===== src/rtl/cicero_axil_regs_if.sv =====
// cicero_axil_regs_if
// AXI4-Lite bus bundle between a host (master) and the CICERO register
// bank (slave).
//   Write address : s_awaddr, s_awvalid, s_awready
//   Write data    : s_wdata, s_wstrb, s_wvalid, s_wready
//   Write response: s_bresp, s_bvalid, s_bready
//   Read address  : s_araddr, s_arvalid, s_arready
//   Read data     : s_rdata, s_rresp, s_rvalid, s_rready
interface cicero_axil_regs_if #(
  parameter int REG_WIDTH      = 32,
  parameter int AXI_ADDR_WIDTH = 6
);
  logic [AXI_ADDR_WIDTH-1:0] s_awaddr;
  logic                      s_awvalid;
  logic                      s_awready;
  logic [REG_WIDTH-1:0]      s_wdata;
  logic [REG_WIDTH/8-1:0]    s_wstrb;
  logic                      s_wvalid;
  logic                      s_wready;
  logic [1:0]                s_bresp;
  logic                      s_bvalid;
  logic                      s_bready;
  logic [AXI_ADDR_WIDTH-1:0] s_araddr;
  logic                      s_arvalid;
  logic                      s_arready;
  logic [REG_WIDTH-1:0]      s_rdata;
  logic [1:0]                s_rresp;
  logic                      s_rvalid;
  logic                      s_rready;

  modport master (
    output s_awaddr, s_awvalid, s_wdata, s_wstrb, s_wvalid, s_bready,
           s_araddr, s_arvalid, s_rready,
    input  s_awready, s_wready, s_bresp, s_bvalid, s_arready,
           s_rdata, s_rresp, s_rvalid
  );

  modport slave (
    input  s_awaddr, s_awvalid, s_wdata, s_wstrb, s_wvalid, s_bready,
           s_araddr, s_arvalid, s_rready,
    output s_awready, s_wready, s_bresp, s_bvalid, s_arready,
           s_rdata, s_rresp, s_rvalid
  );
endinterface


===== src/rtl/cicero_axil_regs.sv =====
// cicero_axil_regs
// AXI4-Lite register bank feeding the CICERO command/memory controller.
// Holds DIN_LO/DIN_HI/ADDRESS/START_CC/END_CC/CMD as level-held outputs and
// returns controller status and 64-bit read data to the host.
// Ports:
//   clk, rst_n           : clock, asynchronous active-low reset
//   s                    : AXI4-Lite slave (cicero_axil_regs_if.slave)
//   data_in_register     : {DIN_HI, DIN_LO}
//   address_register, start_cc_pointer_register, end_cc_pointer_register,
//   cmd_register         : held RW register values
//   status_register      : controller status (read at 0x18)
//   data_o_register      : controller 64-bit read data (0x1C / 0x20)
// Build option: CICERO_AXIL_DOUT_SNAPSHOT_EN -- when defined, a DOUT_LO read
// captures all 64 bits so a following DOUT_HI read is coherent with it.
module cicero_axil_regs #(
  parameter int REG_WIDTH      = 32,
  parameter int AXI_ADDR_WIDTH = 6
) (
  input  logic                 clk,
  input  logic                 rst_n,
  cicero_axil_regs_if.slave    s,
  output logic [63:0]          data_in_register,
  output logic [REG_WIDTH-1:0] address_register,
  output logic [REG_WIDTH-1:0] start_cc_pointer_register,
  output logic [REG_WIDTH-1:0] end_cc_pointer_register,
  output logic [REG_WIDTH-1:0] cmd_register,
  input  logic [REG_WIDTH-1:0] status_register,
  input  logic [63:0]          data_o_register
);
  localparam int IDX_W  = AXI_ADDR_WIDTH - 2;
  localparam int NUM_RW = 6;
  localparam int NB     = REG_WIDTH / 8;
  localparam logic [IDX_W-1:0] IDX_STATUS  = IDX_W'(6);
  localparam logic [IDX_W-1:0] IDX_DOUT_LO = IDX_W'(7);
  localparam logic [IDX_W-1:0] IDX_DOUT_HI = IDX_W'(8);
  localparam logic [1:0] RESP_OKAY   = 2'b00;
  localparam logic [1:0] RESP_SLVERR = 2'b10;

  typedef enum logic {R_IDLE, R_VALID} r_state_e;

  // Byte-lane bits of the addresses carry no meaning for word registers.
  logic unused_addr_bits;
  assign unused_addr_bits = &{1'b0, s.s_awaddr[1:0], s.s_araddr[1:0]};

  // ---------------- write path ----------------
  logic                 aw_full_q, w_full_q;
  logic [IDX_W-1:0]     aw_idx_q;
  logic [REG_WIDTH-1:0] w_data_q;
  logic [NB-1:0]        w_strb_q;
  logic                 bvalid_q;
  logic [1:0]           bresp_q;
  logic [REG_WIDTH-1:0] rw_q [NUM_RW];

  logic                 aw_have, w_have, commit, wr_hit;
  logic [IDX_W-1:0]     wr_idx;
  logic [REG_WIDTH-1:0] wr_data;
  logic [NB-1:0]        wr_strb;

  assign s.s_awready = ~aw_full_q;
  assign s.s_wready  = ~w_full_q;
  assign s.s_bvalid  = bvalid_q;
  assign s.s_bresp   = bresp_q;

  // A channel arriving on the bus this cycle bypasses its latch, so AW and W
  // presented together commit on the very next edge.
  assign aw_have = aw_full_q | s.s_awvalid;
  assign w_have  = w_full_q  | s.s_wvalid;
  assign wr_idx  = aw_full_q ? aw_idx_q : s.s_awaddr[AXI_ADDR_WIDTH-1:2];
  assign wr_data = w_full_q  ? w_data_q : s.s_wdata;
  assign wr_strb = w_full_q  ? w_strb_q : s.s_wstrb;
  assign commit  = aw_have & w_have & ~bvalid_q;
  assign wr_hit  = (wr_idx < IDX_W'(NUM_RW));

  always_ff @(posedge clk or negedge rst_n) begin
    if (!rst_n) begin
      aw_full_q <= 1'b0;
      aw_idx_q  <= '0;
      w_full_q  <= 1'b0;
      w_data_q  <= '0;
      w_strb_q  <= '0;
      bvalid_q  <= 1'b0;
      bresp_q   <= RESP_OKAY;
    end else begin
      if (commit) begin
        aw_full_q <= 1'b0;
      end else if (s.s_awvalid && !aw_full_q) begin
        aw_full_q <= 1'b1;
        aw_idx_q  <= s.s_awaddr[AXI_ADDR_WIDTH-1:2];
      end
      if (commit) begin
        w_full_q <= 1'b0;
      end else if (s.s_wvalid && !w_full_q) begin
        w_full_q <= 1'b1;
        w_data_q <= s.s_wdata;
        w_strb_q <= s.s_wstrb;
      end
      if (commit) begin
        bvalid_q <= 1'b1;
        bresp_q  <= wr_hit ? RESP_OKAY : RESP_SLVERR;
      end else if (bvalid_q && s.s_bready) begin
        bvalid_q <= 1'b0;
      end
    end
  end

  always_ff @(posedge clk or negedge rst_n) begin
    if (!rst_n) begin
      for (int i = 0; i < NUM_RW; i++) rw_q[i] <= '0;
    end else if (commit) begin
      for (int i = 0; i < NUM_RW; i++) begin
        if (wr_idx == IDX_W'(i)) begin
          for (int b = 0; b < NB; b++) begin
            if (wr_strb[b]) rw_q[i][b*8 +: 8] <= wr_data[b*8 +: 8];
          end
        end
      end
    end
  end

  assign data_in_register          = {rw_q[1][31:0], rw_q[0][31:0]};
  assign address_register          = rw_q[2];
  assign start_cc_pointer_register = rw_q[3];
  assign end_cc_pointer_register   = rw_q[4];
  assign cmd_register              = rw_q[5];

  // ---------------- read path ----------------
  r_state_e             r_state_q, r_state_d;
  logic                 ar_hs;
  logic [IDX_W-1:0]     rd_idx;
  logic [REG_WIDTH-1:0] rd_data_d, rdata_q;
  logic [1:0]           rd_resp_d, rresp_q;

  assign rd_idx    = s.s_araddr[AXI_ADDR_WIDTH-1:2];
  assign ar_hs     = s.s_arvalid & (r_state_q == R_IDLE);
  assign s.s_rdata = rdata_q;
  assign s.s_rresp = rresp_q;

  always_ff @(posedge clk or negedge rst_n) begin
    if (!rst_n) r_state_q <= R_IDLE;
    else        r_state_q <= r_state_d;
  end

  always_comb begin
    r_state_d = r_state_q;
    case (r_state_q)
      R_IDLE:  if (s.s_arvalid) r_state_d = R_VALID;
      R_VALID: if (s.s_rready)  r_state_d = R_IDLE;
      default: r_state_d = R_IDLE;
    endcase
  end

  always_comb begin
    s.s_arready = (r_state_q == R_IDLE);
    s.s_rvalid  = (r_state_q == R_VALID);
  end

`ifdef CICERO_AXIL_DOUT_SNAPSHOT_EN
  logic [63:0] snap_q;
  always_ff @(posedge clk or negedge rst_n) begin
    if (!rst_n)                             snap_q <= '0;
    else if (ar_hs && rd_idx == IDX_DOUT_LO) snap_q <= data_o_register;
  end
`endif

  always_comb begin
    rd_data_d = '0;
    rd_resp_d = RESP_OKAY;
    if (rd_idx < IDX_W'(NUM_RW)) begin
      rd_data_d = rw_q[rd_idx[2:0]];
    end else if (rd_idx == IDX_STATUS) begin
      rd_data_d = status_register;
    end else if (rd_idx == IDX_DOUT_LO) begin
      rd_data_d = REG_WIDTH'(data_o_register[31:0]);
    end else if (rd_idx == IDX_DOUT_HI) begin
`ifdef CICERO_AXIL_DOUT_SNAPSHOT_EN
      rd_data_d = REG_WIDTH'(snap_q[63:32]);
`else
      rd_data_d = REG_WIDTH'(data_o_register[63:32]);
`endif
    end else begin
      rd_resp_d = RESP_SLVERR;
    end
  end

  // Read data is captured from the pre-edge register state, so a read that
  // coincides with a write to the same register sees the old value.
  always_ff @(posedge clk or negedge rst_n) begin
    if (!rst_n) begin
      rdata_q <= '0;
      rresp_q <= RESP_OKAY;
    end else if (ar_hs) begin
      rdata_q <= rd_data_d;
      rresp_q <= rd_resp_d;
    end
  end
endmodule


===== src/flat_wrapper.sv =====
// flat-port wrapper written by rule: the top's interface ports become plain ports
module cicero_axil_regs_flat 
#(
  parameter int REG_WIDTH      = 32,
  parameter int AXI_ADDR_WIDTH = 6
)
  (clk, rst_n, data_in_register, address_register, start_cc_pointer_register, end_cc_pointer_register, cmd_register, status_register, data_o_register, s_s_awaddr, s_s_awvalid, s_s_wdata, s_s_wstrb, s_s_wvalid, s_s_bready, s_s_araddr, s_s_arvalid, s_s_rready, s_s_awready, s_s_wready, s_s_bresp, s_s_bvalid, s_s_arready, s_s_rdata, s_s_rresp, s_s_rvalid);
  cicero_axil_regs_if #(.REG_WIDTH(REG_WIDTH), .AXI_ADDR_WIDTH(AXI_ADDR_WIDTH)) s_i ();
  input  logic clk;
  input  logic rst_n;
  output logic [63:0] data_in_register;
  output logic [REG_WIDTH-1:0] address_register;
  output logic [REG_WIDTH-1:0] start_cc_pointer_register;
  output logic [REG_WIDTH-1:0] end_cc_pointer_register;
  output logic [REG_WIDTH-1:0] cmd_register;
  input  logic [REG_WIDTH-1:0] status_register;
  input  logic [63:0] data_o_register;
  input wire logic [$bits(s_i.s_awaddr)-1:0] s_s_awaddr;
  input wire logic [$bits(s_i.s_awvalid)-1:0] s_s_awvalid;
  input wire logic [$bits(s_i.s_wdata)-1:0] s_s_wdata;
  input wire logic [$bits(s_i.s_wstrb)-1:0] s_s_wstrb;
  input wire logic [$bits(s_i.s_wvalid)-1:0] s_s_wvalid;
  input wire logic [$bits(s_i.s_bready)-1:0] s_s_bready;
  input wire logic [$bits(s_i.s_araddr)-1:0] s_s_araddr;
  input wire logic [$bits(s_i.s_arvalid)-1:0] s_s_arvalid;
  input wire logic [$bits(s_i.s_rready)-1:0] s_s_rready;
  output wire logic [$bits(s_i.s_awready)-1:0] s_s_awready;
  output wire logic [$bits(s_i.s_wready)-1:0] s_s_wready;
  output wire logic [$bits(s_i.s_bresp)-1:0] s_s_bresp;
  output wire logic [$bits(s_i.s_bvalid)-1:0] s_s_bvalid;
  output wire logic [$bits(s_i.s_arready)-1:0] s_s_arready;
  output wire logic [$bits(s_i.s_rdata)-1:0] s_s_rdata;
  output wire logic [$bits(s_i.s_rresp)-1:0] s_s_rresp;
  output wire logic [$bits(s_i.s_rvalid)-1:0] s_s_rvalid;
  assign s_i.s_awaddr = s_s_awaddr;
  assign s_i.s_awvalid = s_s_awvalid;
  assign s_i.s_wdata = s_s_wdata;
  assign s_i.s_wstrb = s_s_wstrb;
  assign s_i.s_wvalid = s_s_wvalid;
  assign s_i.s_bready = s_s_bready;
  assign s_i.s_araddr = s_s_araddr;
  assign s_i.s_arvalid = s_s_arvalid;
  assign s_i.s_rready = s_s_rready;
  assign s_s_awready = s_i.s_awready;
  assign s_s_wready = s_i.s_wready;
  assign s_s_bresp = s_i.s_bresp;
  assign s_s_bvalid = s_i.s_bvalid;
  assign s_s_arready = s_i.s_arready;
  assign s_s_rdata = s_i.s_rdata;
  assign s_s_rresp = s_i.s_rresp;
  assign s_s_rvalid = s_i.s_rvalid;
  cicero_axil_regs #(.REG_WIDTH(REG_WIDTH), .AXI_ADDR_WIDTH(AXI_ADDR_WIDTH)) u_core (.clk(clk), .rst_n(rst_n), .s(s_i), .data_in_register(data_in_register), .address_register(address_register), .start_cc_pointer_register(start_cc_pointer_register), .end_cc_pointer_register(end_cc_pointer_register), .cmd_register(cmd_register), .status_register(status_register), .data_o_register(data_o_register));
endmodule

===== config.mk =====
export PLATFORM = sky130hd
export DESIGN_NAME = cicero_axil_regs_flat
export DESIGN_NICKNAME = d
export VERILOG_FILES = /design/src/rtl/cicero_axil_regs_if.sv /design/src/rtl/cicero_axil_regs.sv /design/src/flat_wrapper.sv
export SDC_FILE = /design/constraint.sdc
export NUM_CORES = 1
export LEC_CHECK = 0
export ABC_AREA = 1
export BUFFER_PORTS_ARGS = -buffer_cell sky130_fd_sc_hd__buf_2
export CORE_MARGIN = 2
export CORE_UTILIZATION = 58
export DETAILED_ROUTE_END_ITERATION = 10
export HOLD_SLACK_MARGIN = 0.08
export PLACE_DENSITY_LB_ADDON = 0.25
export SLEW_MARGIN = 0
export SYNTH_ARGS = -nofsm -noshare
export SYNTH_HDL_FRONTEND = slang
export SYNTH_SLANG_ARGS = --single-unit

===== constraint.sdc =====
create_clock -name clk -period 4.3 [get_ports clk]
set_input_delay 0.215 -clock clk [delete_from_list [all_inputs] [get_ports clk]]
set_output_delay 0.215 -clock clk [all_outputs]
set_load 0.02 [all_outputs]

==> results of run 1 <==
[cell usage in the layout (no fill, tap or decap)]
cell type / netlist / routed
nand2_1: 668 / 668
buf_2: 20 / 375
inv_1: 272 / 272
dfrtp_1: 270 / 270
nand3_1: 226 / 226
o21ai_1: 171 / 171
dlygate4sd3_1: 0 / 110
o21ai_0: 70 / 70
o21ai_2: 35 / 35
nand4_1: 32 / 32
clkbuf_16: 0 / 29
buf_4: 3 / 15
nand2_2: 14 / 14
nand2_4: 13 / 13
nor2_4: 9 / 10
clkbuf_8: 0 / 10
clkinv_2: 0 / 6
nor2_2: 1 / 4
nor2_1: 8 / 4
clkbuf_1: 50 / 4
nor2_8: 3 / 3
inv_2: 1 / 2
o21ai_4: 2 / 2
conb_1: 1 / 2
bufinv_16: 0 / 2
inv_6: 1 / 1
clkinv_1: 2 / 1
a21oi_4: 0 / 1
nand3_4: 1 / 1
a31oi_1: 1 / 1
clkinvlp_4: 0 / 1
buf_8: 0 / 1
buf_12: 0 / 1
[worst min path at each step]
stage | startpoint | end | slack, ps | cells past startpoint
after global placement | rst_n | u_core.s.s_rdata[26] | 390 | 1
after floorplan | rst_n | u_core.address_register[0] | -80 | 0
after CTS | s_s_arvalid | u_core.s.s_rdata[19] | 220 | 5
after global routing | s_s_arvalid | u_core.s.s_rdata[25] | 250 | 5
after detailed placement | rst_n | u_core.s.s_rdata[26] | 390 | 1
final | s_s_arvalid | u_core.s.s_rdata[14] | 240 | 5
[cells in the mapped netlist]
cell type  instances
buf_1             13
nand4_1           32
nand2_4           13
conb_1             1
nand2_1          668
buf_4              3
clkbuf_1          50
o21ai_2           35
inv_2              1
inv_1            272
o21ai_4            2
nor2_8             3
nand3_1          226
clkinv_1           2
o21ai_1          171
nand3_4            1
nor2_2             1
buf_6             20
dfrtp_1          270
nand2_2           14
o21ai_0           70
inv_6              1
buf_2             20
a31oi_1            1
a21oi_1            1
nor2_1             8
nor2_4             9
[routing by layer]
metal  vias to the layer above  wire length [µm]  track usage (%)
li1                       6860                 -                -
met4                         0              2480            16.71
met2                       700             21220            55.86
met3                       144              3645            5.191
met5                         -                 0                0
met1                      6633             18780            48.25
[registers in the layout, indices dropped and copies added, names as in the netlist]
register	flops
u_core.s.s_rvalid	1
u_core.cmd_register	32
u_core.address_register	32
u_core.aw_full_q	1
u_core.start_cc_pointer_register	32
u_core.w_full_q	1
u_core.data_in_register	64
u_core.s.s_bvalid	1
u_core.end_cc_pointer_register	32
u_core.s.s_bresp	1
u_core.w_data_q	32
u_core.s.s_rdata	32
u_core.w_strb_q	4
u_core.aw_idx_q	4
u_core.s.s_rresp	1
[cell type report]
| class | count | area share [%] |
|---|---|---|
| timing repair buffer | 502 | 17.19 |
| clock buffer | 43 | 4.831 |
| inverter | 276 | 5.725 |
| sequential | 270 | 37.16 |
| clock inverter | 9 | 0.5367 |
| multi-input combinational | 1257 | 32.33 |
| tap | 324 | 2.230 |
[power groups by stage]
stage               clock network (mW)  registers, mW  logic [mW]
floorplan                            0           5.14        2.38
global placement                     0           4.26        4.87
detailed placement                   0           4.29        4.99
CTS                               2.58           4.26        5.12
global route                      2.68           4.41        5.63
finish                            2.56           4.29        5.14
[worst min-delay path, cell delays in order]
cell     delay [ps]
buf_2            70
nand2_1          40
buf_4           250
nand2_1         100
nand2_1          50
[cell families (layout without fill, tap and decap cells)]
logic type | after synthesis | in the layout | share of synthesized area (%)
AO/OA/AOI/OAI | 280 | 280 | 10.94
flip-flops | 270 | 270 | 47.48
buffers and inverters | 382 | 830 | 11.42
other | 1 | 2 | 0.02635
AND/OR/NAND/NOR | 975 | 975 | 30.13
[what timing repair did]
action,CTS,global route
resized for setup,0,0
hold buffers,110,0
hold endpoints to repair,197,0
==> qor.csv, run 1 <==
metric,value,unit
status,"complete, no violations",
avgSynthCellArea,7.458,µm²
finalHoldViolations,0,
timing.final.ws_setup,1306,ps
drt_first_pass_iters,6,
drc,0,
dp_slack,1393,ps
cp_slowest_cell,inv_1,
p_comb_share,42.9,%
setup_viol,0,
globalRouteTotalUtil,35.27,%
p_seq_share,35.8,%
swShare,44.71,%
grt_pass1_wl,72440,µm
place_area,0.01611,mm²
die-width,160.6,µm
cpPeakStageDelay,820,ps
fin_crit,2994,ps
p_leak,10.01,nW
intPower,6.633,mW
hp-class,in2reg,
num_rows,57,
grt_pass1_vias,13340,
crit_chain,"buf_2, inv_1, nor2_2, buf_4, nand3_1, nand4_1, dlygate4sd3_1, nand3_1, nand2_1",
fmaxAchievable,334.0,MHz
dp.cells,2519,
synth.area.top_cells,"dfrtp_1 47%, nand2_1 18%, nand3_1 7.9%",
min_period_over_period,69.63,%
fin_tns_setup,0,ps
dp_hpwl,31650,µm
critPathKind,in2reg,
cts_tree,yes,
root_buffer,clkbuf_16,
timing.hold.ws,237.1,ps
htree_num_levels,1,
antenna_found_initial,0,
slew_viol_final,0,
routabilityCongestion,0.9418,
clock-sinks,270,
numCtsBuffers,29,
setup.worst_path.start_class,primary input,
clk_path_buf_depth,3,
yosysSeqAreaShare,47.48,%
worst_pin_slew,1202,ps
timing.rr.start,u_core.w_full_q,
cp-endpoint,u_core.s.s_rdata[30],
area_growth,27.78,%
cp_top_family,buffers and inverters,
yosysWarnings,0,
wirelength,46120,µm
drt-initial-drc-count,1713,
crit_path_end_kind,flip-flop,
ff2ff_setup_slack,1680,ps
crit_cells,9,
powerDensity,659.8,mW/mm²
numPortBuffers,377,
grt_setup_unrepaired,false,
final_cells,2681,
report.power.total,12.00,mW
reg2reg_depth,7,
initial_core_util,58.86,%
die_area,0.02580,mm²
grt_max_degree,124,
yosysUniqueCellTypes,27,
syn_area,0.01423,mm²
ios,384,
power.switching,5.364,mW
via_count,14340,
finalInstanceArea,0.01818,mm²
cp_max_fo,37,
worstPathArrival,3470,ps
fin_skew,17.01,ps
nNetsFinal,2487,
post_cts_buffers,0,
maxCapViolations,0,
synthCells,1908,
insertion_delay,550,ps
r2r-end,u_core.cmd_register[10],
num-fill-cells,1852,
clkPwrFrac,21.3,%
yosysTopAreaCell,dfrtp_1,
drive_gt1_share,22.32,%
startpoint,s_s_araddr[3],
n_antenna_cell,0,
critPathBufInv,4,
clkTransAtPathRegs,60,ps
vias_per_cell,5.348,
multi_input_area,0.005878,mm²
crit_path_frequent_cell,nand3_1,
crit_required,4780,ps
core-area,0.02418,mm²
wl_per_cell,17.20,µm
synth-seq-cells,270,
grt_overflow,0,
relSlewSlack,19.78,%
ant_nets,0,
finish.utilization,75.21,%
vdd_drop_max,0.5398,mV
seq_area,0.006756,mm²
die_h,160.6,µm
synth_top_area_share,47.48,%
No activity file was read; power rests on OpenSTA's default activity.
==> run 2: changes to the inputs <==
CORE_UTILIZATION = 48   (was 58)
clock period = 2.6 ns   (was 4.3 ns; I/O delays follow)
==> qor.csv, run 2 (synthesis gave the netlist of run 1 again) <==
metric,value,unit,change
status,"complete, no violations",,
critPathBufInv,1,,-3
clock-sinks,270,,unchanged
timing.rr.start,u_core.aw_full_q,,
grt_overflow,0,,unchanged
die-width,176.2,µm,+9.7%
clkTransAtPathRegs,60,ps,about the same
fin_tns_setup,0,ps,unchanged
ios,384,,unchanged
ant_nets,0,,unchanged
drt-initial-drc-count,1105,,-35%
p_leak,10.14,nW,+1.2%
crit_path_end_kind,flip-flop,,
crit_required,3030,ps,-1750 ps
vias_per_cell,5.115,,-4.4%
fin_skew,9.637,ps,-7.377 ps
setup.worst_path.start_class,flip-flop,,
slew_viol_final,0,,unchanged
dp_hpwl,33820,µm,+6.9%
core-area,0.02940,mm²,+22%
die_h,176.2,µm,+9.7%
numPortBuffers,377,,unchanged
final_cell_mix,"668 x nand2_1, 375 x buf_2, 272 x inv_1",,
wl_per_cell,17.17,µm,-0.21%
powerDensity,1089,mW/mm²,+65%
grt_max_degree,73,,-41%
worst_pin_slew,1140,ps,-62.09 ps
final_common_cell,nand2_1,,
clk_path_buf_depth,3,,unchanged
nNetsFinal,2503,,+0.64%
relSlewSlack,23.21,%,+3.4 points
crit_chain,"nor2_4, nor2_8, o21ai_4, nand3_1, nand2_1, o21ai_0, dlygate4sd3_1",,
min_period_over_period,85.40,%,
antenna_found_initial,1,,+1
hp-class,in2async,,
vdd_drop_max,0.8354,mV,+55%
largest_register_ffs,64,,unchanged
setup_viol,0,,unchanged
r2r-end,u_core.aw_idx_q[1],,
drt_first_pass_iters,5,,-1
report.power.total,20.18,mW,+68%
grt_pass1_wl,73770,µm,+1.8%
fmaxAchievable,450.4,MHz,
finalHoldViolations,0,,unchanged
worstPathArrival,2650,ps,-820 ps
area_growth,30.21,%,
globalRouteTotalUtil,30.38,%,-4.9 points
root_buffer,clkbuf_16,,
initial_core_util,48.40,%,-10 points
reg2reg_depth,7,,unchanged
cp_max_fo,8,,-78%
drc,0,,unchanged
routabilityCongestion,0.9203,,-2.3%
ff2ff_setup_slack,380,ps,-1300 ps
wirelength,47470,µm,+2.9%
drive_gt1_share,22.58,%,+0.26 points
grt_pass1_vias,13140,,-1.5%
cpPeakStageDelay,570,ps,-250 ps
htree_num_levels,1,,unchanged
critPathKind,reg2reg,,
via_count,14140,,-1.4%
numCtsBuffers,30,,+3.4%
cp_top_family,simple AND/OR/NAND/NOR gates,,
maxCapViolations,0,,unchanged
cp_slowest_cell,dlygate4sd3_1,,
insertion_delay,550,ps,about the same
cts_tree,yes,,
fin_crit,2220,ps,
die_area,0.03104,mm²,+20%
num_rows,63,,+11%
grt_setup_unrepaired,false,,
run 2: what timing repair did:
action	CTS	global route
resized for setup	0	0
hold buffers	114	0
setup buffers	0	0
endpoints found under the hold margin	351	0
run 2: area by class of cell:
type	count	area, µm²
timing repair buffer	517	3311
antenna	1	2.502
tap	390	488.0
sequential	270	6756
clock inverter	9	147.6
clock buffer	45	898.4
fill	2617	10870
inverter	276	1042
multi-input combinational	1257	5883
run 2: routing by layer:
metal,global-route usage (%),up-vias,part of all wire (%)
met4,11.36,0,4.0
met2,47.60,638,45
met1,42.19,6522,42
met5,0,-,0
met3,5.642,83,8.8
li1,-,6899,-
run 2: worst max path at each step:
stage,startpoint,endpoint,slack (ps),depth (start not counted)
2_1_floorplan,u_core.aw_full_q,u_core.end_cc_pointer_register[15],970,10
3_3_place_gp,u_core.aw_full_q,u_core.w_data_q[13],500,5
3_5_place_dp,u_core.aw_full_q,u_core.w_data_q[10],430,5
4_1_cts,u_core.aw_full_q,u_core.w_data_q[19],350,5
5_1_grt,u_core.aw_full_q,u_core.w_data_q[23],130,5
6_report,u_core.aw_full_q,u_core.aw_idx_q[1],380,7
run 2: per-stage QoR:
step | worst slack [ps] | utilization (%) | cell area, µm² | std cells | hold slack (ps)
6_report | 379.6 | 63.02 | 18530 | 2765 | 97.79
5_1_grt | 131.1 | 63.02 | 18530 | 2765 | 101.2
4_1_cts | 345.6 | 63.01 | 18530 | 2764 | 88.73
3_5_place_dp | 429.9 | 55.57 | 16340 | 2596 | 78.61
3_3_place_gp | 496.0 | 55.57 | 16340 | 2596 | 76.64
2_1_floorplan | 966.4 | - | 14230 | 1909 | -165.6
run 2: worst register-to-register path, delay by kind of cell (launching register included):
kind            cells  cell delay [ps]
simple gates        4              740
flops               1              510
compound gates      2              300
buf+inv             1              570
run 2: where the power goes:
group / total [mW] / switching (mW) / internal [mW] / leakage (nW)
logic: 8.64 / 5.93 / 2.71 / 6.07
registers: 7.08 / 1.25 / 5.83 / 3.55
clock network: 4.46 / 1.70 / 2.76 / 0.513
total: 20.2 / 8.89 / 11.3 / 10.1
